File: src/rtl/reg_file_reader_if.sv
// reg_file_reader_if
//   Command and read-data handshake bundle for reg_file_reader.
//   Optional signal: rd_parity, present only when READER_PARITY_EN is defined.
//
//   Signals:
//     req_valid / req_ready  command handshake
//     req_addr, req_burst    first register index, single (0) or 4-beat burst (1)
//     rd_valid / rd_ready    data beat handshake
//     rd_data, rd_addr       register value and its index
//     rd_last                final beat of the current command
//     rd_parity              even parity of rd_data (READER_PARITY_EN only)
//
//   Modports:
//     master  requester/consumer side (drives command and rd_ready)
//     slave   the reader itself
interface reg_file_reader_if;
    logic       req_valid;
    logic       req_ready;
    logic [1:0] req_addr;
    logic       req_burst;
    logic       rd_valid;
    logic       rd_ready;
    logic [7:0] rd_data;
    logic [1:0] rd_addr;
    logic       rd_last;
`ifdef READER_PARITY_EN
    logic       rd_parity;
`endif

    modport master (
        output req_valid,
        input  req_ready,
        output req_addr,
        output req_burst,
        input  rd_valid,
        output rd_ready,
        input  rd_data,
        input  rd_addr,
`ifdef READER_PARITY_EN
        input  rd_parity,
`endif
        input  rd_last
    );

    modport slave (
        input  req_valid,
        output req_ready,
        input  req_addr,
        input  req_burst,
        output rd_valid,
        input  rd_ready,
        output rd_data,
        output rd_addr,
`ifdef READER_PARITY_EN
        output rd_parity,
`endif
        output rd_last
    );
endinterface

File: src/rtl/reg_file_reader.sv
// reg_file_reader
//   Read-side sequencer for the 4 x 8-bit register bank. Accepts single or
//   4-beat burst read commands and streams registered snapshots of the bank
//   contents; each beat is sampled at the edge that launches it and held
//   stable while the consumer stalls.
//   Optional feature: READER_PARITY_EN adds a registered rd_parity output.
//
//   Ports:
//     clk        clock, rising edge
//     reset      asynchronous, active-high
//     reg0..reg3 live register bank contents
//     bus        reg_file_reader_if.slave (command and read-data handshakes)
//
//   state | meaning
//   ------+---------------------------------------------------------------
//   IDLE  | no beat outstanding; req_ready high, waiting for a command
//   SEND  | a beat is presented on rd_*; waiting for the consumer handshake
module reg_file_reader (
    input  logic               clk,
    input  logic               reset,
    input  logic [7:0]         reg0,
    input  logic [7:0]         reg1,
    input  logic [7:0]         reg2,
    input  logic [7:0]         reg3,
    reg_file_reader_if.slave   bus
);

    typedef enum logic {
        IDLE = 1'b0,
        SEND = 1'b1
    } state_t;

    state_t     state, state_nxt;

    logic [1:0] beat_cnt, beat_cnt_nxt;
    logic       valid_q, valid_nxt;
    logic [7:0] data_q, data_nxt;
    logic [1:0] addr_q, addr_nxt;
    logic       last_q, last_nxt;
    logic [1:0] next_idx;

    // Bank select, used only to load the output register.
    function automatic logic [7:0] bank_sel(input logic [1:0] idx,
                                            input logic [7:0] r0,
                                            input logic [7:0] r1,
                                            input logic [7:0] r2,
                                            input logic [7:0] r3);
        logic [7:0] v;
        case (idx)
            2'd0:    v = r0;
            2'd1:    v = r1;
            2'd2:    v = r2;
            default: v = r3;
        endcase
        return v;
    endfunction

    // 2-bit add wraps index 3 back to 0 naturally.
    assign next_idx = addr_q + 2'd1;

    always_ff @(posedge clk or posedge reset) begin
        if (reset) begin
            state    <= IDLE;
            beat_cnt <= 2'd0;
            valid_q  <= 1'b0;
            data_q   <= 8'h00;
            addr_q   <= 2'd0;
            last_q   <= 1'b0;
        end else begin
            state    <= state_nxt;
            beat_cnt <= beat_cnt_nxt;
            valid_q  <= valid_nxt;
            data_q   <= data_nxt;
            addr_q   <= addr_nxt;
            last_q   <= last_nxt;
        end
    end

    always_comb begin
        state_nxt    = state;
        beat_cnt_nxt = beat_cnt;
        valid_nxt    = valid_q;
        data_nxt     = data_q;
        addr_nxt     = addr_q;
        last_nxt     = last_q;

        case (state)
            IDLE: begin
                if (bus.req_valid) begin
                    data_nxt     = bank_sel(bus.req_addr, reg0, reg1, reg2, reg3);
                    addr_nxt     = bus.req_addr;
                    beat_cnt_nxt = bus.req_burst ? 2'd3 : 2'd0;
                    last_nxt     = ~bus.req_burst;
                    valid_nxt    = 1'b1;
                    state_nxt    = SEND;
                end
            end
            SEND: begin
                if (bus.rd_ready) begin
                    if (beat_cnt != 2'd0) begin
                        data_nxt     = bank_sel(next_idx, reg0, reg1, reg2, reg3);
                        addr_nxt     = next_idx;
                        beat_cnt_nxt = beat_cnt - 2'd1;
                        last_nxt     = (beat_cnt == 2'd1);
                    end else begin
                        // Data and address keep the final beat's values.
                        valid_nxt = 1'b0;
                        last_nxt  = 1'b0;
                        state_nxt = IDLE;
                    end
                end
            end
            default: state_nxt = IDLE;
        endcase
    end

    assign bus.req_ready = (state == IDLE);
    assign bus.rd_valid  = valid_q;
    assign bus.rd_data   = data_q;
    assign bus.rd_addr   = addr_q;
    assign bus.rd_last   = last_q;

`ifdef READER_PARITY_EN
    logic parity_q;

    // Registered from the same next-value as rd_data so both change together.
    always_ff @(posedge clk or posedge reset) begin
        if (reset) parity_q <= 1'b0;
        else       parity_q <= ^data_nxt;
    end

    assign bus.rd_parity = parity_q;
`endif

endmodule

File: src/flat_wrapper.sv
// flat-port wrapper written by rule: the top's interface ports become plain ports
module reg_file_reader_flat 
  (clk, reset, reg0, reg1, reg2, reg3, bus_req_valid, bus_req_ready, bus_req_addr, bus_req_burst, bus_rd_valid, bus_rd_ready, bus_rd_data, bus_rd_addr, bus_rd_last);
  reg_file_reader_if bus_i ();
  input  logic clk;
  input  logic reset;
  input  logic [7:0] reg0;
  input  logic [7:0] reg1;
  input  logic [7:0] reg2;
  input  logic [7:0] reg3;
  input wire logic [$bits(bus_i.req_valid)-1:0] bus_req_valid;
  output wire logic [$bits(bus_i.req_ready)-1:0] bus_req_ready;
  input wire logic [$bits(bus_i.req_addr)-1:0] bus_req_addr;
  input wire logic [$bits(bus_i.req_burst)-1:0] bus_req_burst;
  output wire logic [$bits(bus_i.rd_valid)-1:0] bus_rd_valid;
  input wire logic [$bits(bus_i.rd_ready)-1:0] bus_rd_ready;
  output wire logic [$bits(bus_i.rd_data)-1:0] bus_rd_data;
  output wire logic [$bits(bus_i.rd_addr)-1:0] bus_rd_addr;
  output wire logic [$bits(bus_i.rd_last)-1:0] bus_rd_last;
  assign bus_i.req_valid = bus_req_valid;
  assign bus_req_ready = bus_i.req_ready;
  assign bus_i.req_addr = bus_req_addr;
  assign bus_i.req_burst = bus_req_burst;
  assign bus_rd_valid = bus_i.rd_valid;
  assign bus_i.rd_ready = bus_rd_ready;
  assign bus_rd_data = bus_i.rd_data;
  assign bus_rd_addr = bus_i.rd_addr;
  assign bus_rd_last = bus_i.rd_last;
  reg_file_reader u_core (.clk(clk), .reset(reset), .reg0(reg0), .reg1(reg1), .reg2(reg2), .reg3(reg3), .bus(bus_i));
endmodule
File: config.mk
export PLATFORM = sky130hd
export DESIGN_NAME = reg_file_reader_flat
export DESIGN_NICKNAME = d
export VERILOG_FILES = /design/src/rtl/reg_file_reader_if.sv /design/src/rtl/reg_file_reader.sv /design/src/flat_wrapper.sv
export SDC_FILE = /design/constraint.sdc
export NUM_CORES = 1
export LEC_CHECK = 0
export CAP_MARGIN = 20
export CORE_UTILIZATION = 35
export DETAILED_ROUTE_END_ITERATION = 8
export PLACE_DENSITY = 0.68
export SLEW_MARGIN = 20
export SYNTH_ARGS = -nofsm -noshare
export SYNTH_HDL_FRONTEND = slang
export SYNTH_SLANG_ARGS = --single-unit
File: constraint.sdc
create_clock -name clk -period 2.9 [get_ports clk]
set_clock_uncertainty 0.2 [all_clocks]
set_input_delay 0.58 -clock clk [delete_from_list [all_inputs] [get_ports clk]]
set_output_delay 0.58 -clock clk [all_outputs]
set_load 0.01 [all_outputs]
==> metrics.txt, run 1 <==
number of port buffers 51; final worst slack 0.457 ns; Post-CTS Setup Bufs 0; CTS Sinks 15; Seq cells post-synth 15; register area between 300 and 400 µm²; min Tclk post-route 2.44 ns; R2R depth 5; Routed WL 3470 µm; Die ar. 3740 µm²; largest family of logic cells by synthesized area compound AO/OA/AOI/OAI gates; status completed; crit-path max cell delay about 0.56 ns; final hold vios 0; mux share of post-synthesis cell area 0.176; Initial Utilization 0.367; peak supply drop 312 µV; CTS tree built; post-place setup slack between 0.3 and 0.4 ns; pwr dens 891 nW/µm²; Clock Latency Late Sink around 0.29 ns; Vias roughly 1200; grt total ovfl 0; Syn Area/Cell 10.5 µm²; period utilization 0.842; Post-synth EDFFs 0; most common cell after layout, fill and taps aside clkdlybuf4s50_1; Fin Setup TNS 0 ns; placed instance count between 200 and 250; HP Class flop to flop; Slew Viols, Final 0; fmax 0.409 GHz; area of the multi-input gates 752 µm²; FF-to-FF setup slack 0.96 ns; Cells after Synth 117; Global Route Usage Sum 0.193; Max H-tree Level 1; post-cts resize count 0; clk slew on worst S/H paths 0.09 ns; Setup CP Type flop to output pin; highest-count cells in the layout ignoring fill and taps 51 x clkdlybuf4s50_1, 15 x dfrtp_1, 10 x nor3_1; Startpoint Class flop; Seq/Total Area, Yosys 0.306; drc violations 0; Req. time, crit path 2.12 ns; Core Region 3340 µm²; Post-DP HPWL between 2000 and 3000 µm; Synth Cell Area 1230 µm²; compound-cell area share of the yosys netlist 0.216; Routed wire per std cell 16.6 µm; Net Count, Synth 162; xor/xnor cell area share of the yosys netlist 0; std cell rows 21; fin util 0.527; HP Start u_core.bus.rd_valid; Top FF cell, synth dfrtp_1; # IOs 52; vias in the first global route 1153; Critical Path End Type output pin; Synth Area in Simple Gates 0.160; r2r endpoint u_core.beat_cnt[1]; TritonRoute pass-1 iters 6; Starting DRT DRC Count 97; share of cells above drive strength 1 0.110; CTS buffer count 3; CP max FO 18; die width about 60 µm; number of antenna diodes 0; Hold Path Depth 1; routability cong. 0.793; Setup-failing EPs final 0; die height between 60 and 70 µm; Async S/R FF share, synth 1.00; RSZ-0062 raised after global routing false; nets 209; tightest hold margin 0.301 ns; Max-slew headroom 0.592; Adder-Cell Fraction of Synth Area 0.0612; initial antenna violation count 0; Critical Path AT 1.66 ns; Cell variety after synth 30; Slowest cell on crit path dfrtp_1; Fill cells 327; Clock Path Buffers 2; vias per inst around 5.7; fin cells 209; Ys Warns 0; CP Cell Sequence inv_4 > clkdlybuf4s50_1; CTS Root Cell clkbuf_4; maxcap violations 0; Leakage 0.000718 µW; Antenna Nets Post-Route 0; first-pass GRT wire length 5200 µm; CTS Hold Buffers Added 0; largest net degree at the start of global routing 19; area grow syn2layout 43.5%; hold-critical path endpoint u_core.bus.rd_valid; Worst Max-Slew Pin Slew 0.610 ns; Worst R2R Start u_core.beat_cnt[0]
==> how the worst max path moves through the flow <==
stage | slack [ns] | cells past startpoint | to | from
floorplan | 1.20 | 6 | u_core.bus.rd_data[0] | u_core.bus.rd_addr[0]
global placement | 0.40 | 4 | u_core.bus.rd_data[2] | bus_req_addr[0]
detailed placement | 0.35 | 4 | u_core.bus.rd_data[6] | bus_req_addr[0]
CTS | 0.45 | 2 | bus_req_ready | u_core.state
global route | 0.35 | 2 | bus_req_ready | u_core.state
finish | 0.46 | 2 | bus_req_ready | u_core.state
==> layout make-up <==
type                            instances  share of cell area
Tap cell                               46              0.0327
Clock buffer                            3              0.0128
Inverter                                7              0.0164
Timing Repair Buffer                   52               0.294
Sequential cell                        15               0.213
Multi-Input combinational cell         85               0.427
Clock inverter                          1             0.00284
==> where the power goes <==
group          switching (µW)  internal (µW)  total (µW)
Clock                    72.4           51.2         124
Sequential               99.9            321         420
Combinational             477            546        1020
==> cells in the mapped netlist, types with 3 or more instances <==
master,count,area share
a211o_1,8,0.057
a222oi_1,8,0.065
a31oi_1,8,0.041
and2b_1,7,0.043
buf_2,4,0.016
buf_4,3,0.018
dfrtp_1,15,0.31
ha_1,6,0.061
inv_1,6,0.018
mux4_2,8,0.15
nand2_1,9,0.028
nor2b_1,3,0.015
nor3_1,10,0.041
==> cells by family (layout without fill, tap and decap cells) <==
logic type,Yosys count,after routing
adder cells (fa/ha/maj),6,6
flip-flops,15,15
AND/OR/NAND/NOR,34,34
AO/OA/AOI/OAI,34,34
buffers and inverters,17,63
multiplexers,11,11
==> critical path, delay by kind of cell, from the launching register on <==
family,cells,cell delay [ns]
buffers and inverters,2,0.81
DFF,1,0.56
==> per-stage QoR <==
step / instance area [µm²] / total power [µW]
2_1_floorplan: 1230 / 1080
3_3_place_gp: 1730 / 1410
3_5_place_dp: 1730 / 1450
4_1_cts: 1760 / 1570
5_1_grt: 1760 / 1690
6_report: 1760 / 1570
==> per-layer routing <==
metal,GRT usage,vias up,part of all wire,wire [µm]
met2,0.359,42,0.53,1840
met5,0,-,0,0
met4,0.0390,0,0.0072,25
li1,-,552,-,-
met3,0.0378,4,0.055,190
met1,0.231,595,0.41,1410
==> state kept, by name, summed over array words and instances (netlist names) <==
register             cells
u_core.beat_cnt          2
u_core.bus.rd_addr       2
u_core.bus.rd_data       8
u_core.bus.rd_last       1
u_core.bus.rd_valid      1
u_core.state             1
No activity file was read; power rests on OpenSTA's default activity.
==> inputs of run 2 (changes only) <==
==> constraint.sdc (replaced) <==
create_clock -name clk -period 2.39 [get_ports clk]
set_clock_uncertainty 0.2 [all_clocks]
set_input_delay 0.478 -clock clk [delete_from_list [all_inputs] [get_ports clk]]
set_output_delay 0.478 -clock clk [all_outputs]
set_load 0.01 [all_outputs]
==> run 2 against run 1 <==
Total power up 21%. Sequential share of layout area down 0.25 points. Wire length down 3.8%. First-iteration DRC count down 39%. Worst hold slack better by 0.0035 ns. Combinational power up 24%. Clock power up 18%. Via count about the same. Worst setup slack worse by 0.17 ns. Critical path type unchanged. Largest cell class unchanged. Highest routed layer unchanged.
==> metrics.txt, run 2 (synthesized netlist as in run 1, its figures left out) <==
Critical Path End bus_req_ready; fin util 0.534; Worst Setup SP u_core.state; Startpoint Class flop; number of antenna diodes 0; R2R depth 5; std cell rows 21; HP Class flop to flop; clk slew on worst S/H paths 0.09 ns; pwr dens 1070 nW/µm²; fmax 0.476 GHz; Post-DP HPWL 2550 µm; placed instance count between 200 and 250; worst path buffer plus inverter count 2; most common cell after layout, fill and taps aside clkdlybuf4s50_1; Max H-tree Level 1; CP max FO 18; Slowest cell on crit path clkdlybuf4s50_1; min Tclk post-route 2.10 ns; status completed; final hold vios 0; peak supply drop 365 µV; drc violations 0; Slew Viols, Final 0; CTS Sinks 15; Worst R2R Start u_core.bus.rd_addr[0]; post-cts resize count 0; Clock Latency Late Sink 0.27 ns; Starting DRT DRC Count roughly 60; Clock Path Buffers 2; highest-count cells in the layout ignoring fill and taps 51 x clkdlybuf4s50_1, 15 x dfrtp_1, 10 x nor3_1; r2r endpoint u_core.bus.rd_data[2]; Req. time, crit path approximately 1.7 ns; first-pass GRT wire length 5240 µm; crit-path max cell delay 0.56 ns; placed cell area 1750 µm²; Routed WL around 3300 µm; Core Region 3340 µm²; CTS tree built; Post-CTS Setup Bufs 0; Global Route Usage Sum 0.194; Fin Setup TNS 0 ns; die width 61.2 µm; Critical Path AT 1.42 ns; vias per inst between 5 and 6; Routed wire per std cell 15.8 µm; Vias 1194; TritonRoute pass-1 iters 5; Antenna Nets Post-Route 0; Top Family by Delay on Critical Path buffers and inverters; FF-to-FF setup slack 0.50 ns; fin cells about 210; largest net degree at the start of global routing 19; CP Cell Sequence inv_4 > clkdlybuf4s50_1; number of port buffers just over 50; number of flip-flops in the largest register 8; Max-slew headroom 0.608; # IOs 52; CTS Root Cell clkbuf_4; critical path depth 2; Leakage 0.000730 µW; vias in the first global route 1202; maxcap violations 0; CTS buffer count 3; die height ~61 µm; grt total ovfl 0; Setup CP Type flop to output pin; area grow syn2layout 45.2%; Critical Path End Type output pin; Initial Utilization 0.367; Die ar. 3740 µm²; routability cong. 0.792; Setup-failing EPs final 0; Worst Max-Slew Pin Slew 0.588 ns; final instance area 1780 µm²; RSZ-0062 raised after global routing false; period utilization 0.879; initial antenna violation count 0; CTS Hold Buffers Added 0; share of cells above drive strength 1 0.120; nets 212
==> run 2: changes by cell type in the layout (fill, tap and decap cells not counted) <==
cell      previous run  this run
buf_4                1         4
clkbuf_1             0         1
clkinv_2             1         0
==> run 2: worst min path at each step <==
| stage | start | to | slack (ns) | cells after the start |
|---|---|---|---|---|
| final | u_core.bus.rd_valid | u_core.bus.rd_valid | 0.30 | 1 |
| after global routing | u_core.bus.rd_valid | u_core.bus.rd_valid | 0.33 | 1 |
| after CTS | u_core.bus.rd_valid | u_core.bus.rd_valid | 0.31 | 1 |
| after detailed placement | u_core.bus.rd_valid | u_core.bus.rd_valid | 0.29 | 1 |
| after global placement | u_core.bus.rd_valid | u_core.bus.rd_valid | 0.28 | 1 |
| after floorplan | reset | u_core.beat_cnt[0] | 0.18 | 1 |
==> run 2: routing by layer <==
metal,global-route usage,vias to the layer above,wire (µm),share of wire
li1,-,552,-,-
met1,0.216,573,1280,0.38
met2,0.370,62,1790,0.54
met3,0.0336,7,218,0.065
met4,0.0617,0,51,0.015
met5,0,-,0,0
==> run 2: metrics by stage <==
stage | worst slack, ns | hold WS (ns) | total power (µW)
floorplan | 0.694 | 0.179 | 1310
global placement | 0.253 | 0.277 | 1730
detailed placement | 0.226 | 0.291 | 1760
CTS | 0.282 | 0.312 | 1910
global route | 0.214 | 0.333 | 2050
finish | 0.289 | 0.304 | 1900
==> run 2: final cells by class <==
class                           instances  area, µm²
Inverter                                7       28.8
Sequential cell                        15        375
Fill cell                             324       1560
Timing Repair Buffer                   55        541
Tap cell                               46       57.6
Multi-Input combinational cell         85        752
Clock buffer                            4       26.3
==> run 2: power breakdown <==
part / leakage (µW) / internal, µW / switching [µW]
sequential: 0.000170 / 390 / 95.7
clock: 0.0000150 / 64.6 / 81.7
combinational: 0.000545 / 680 / 585
total: 0.000730 / 1130 / 763
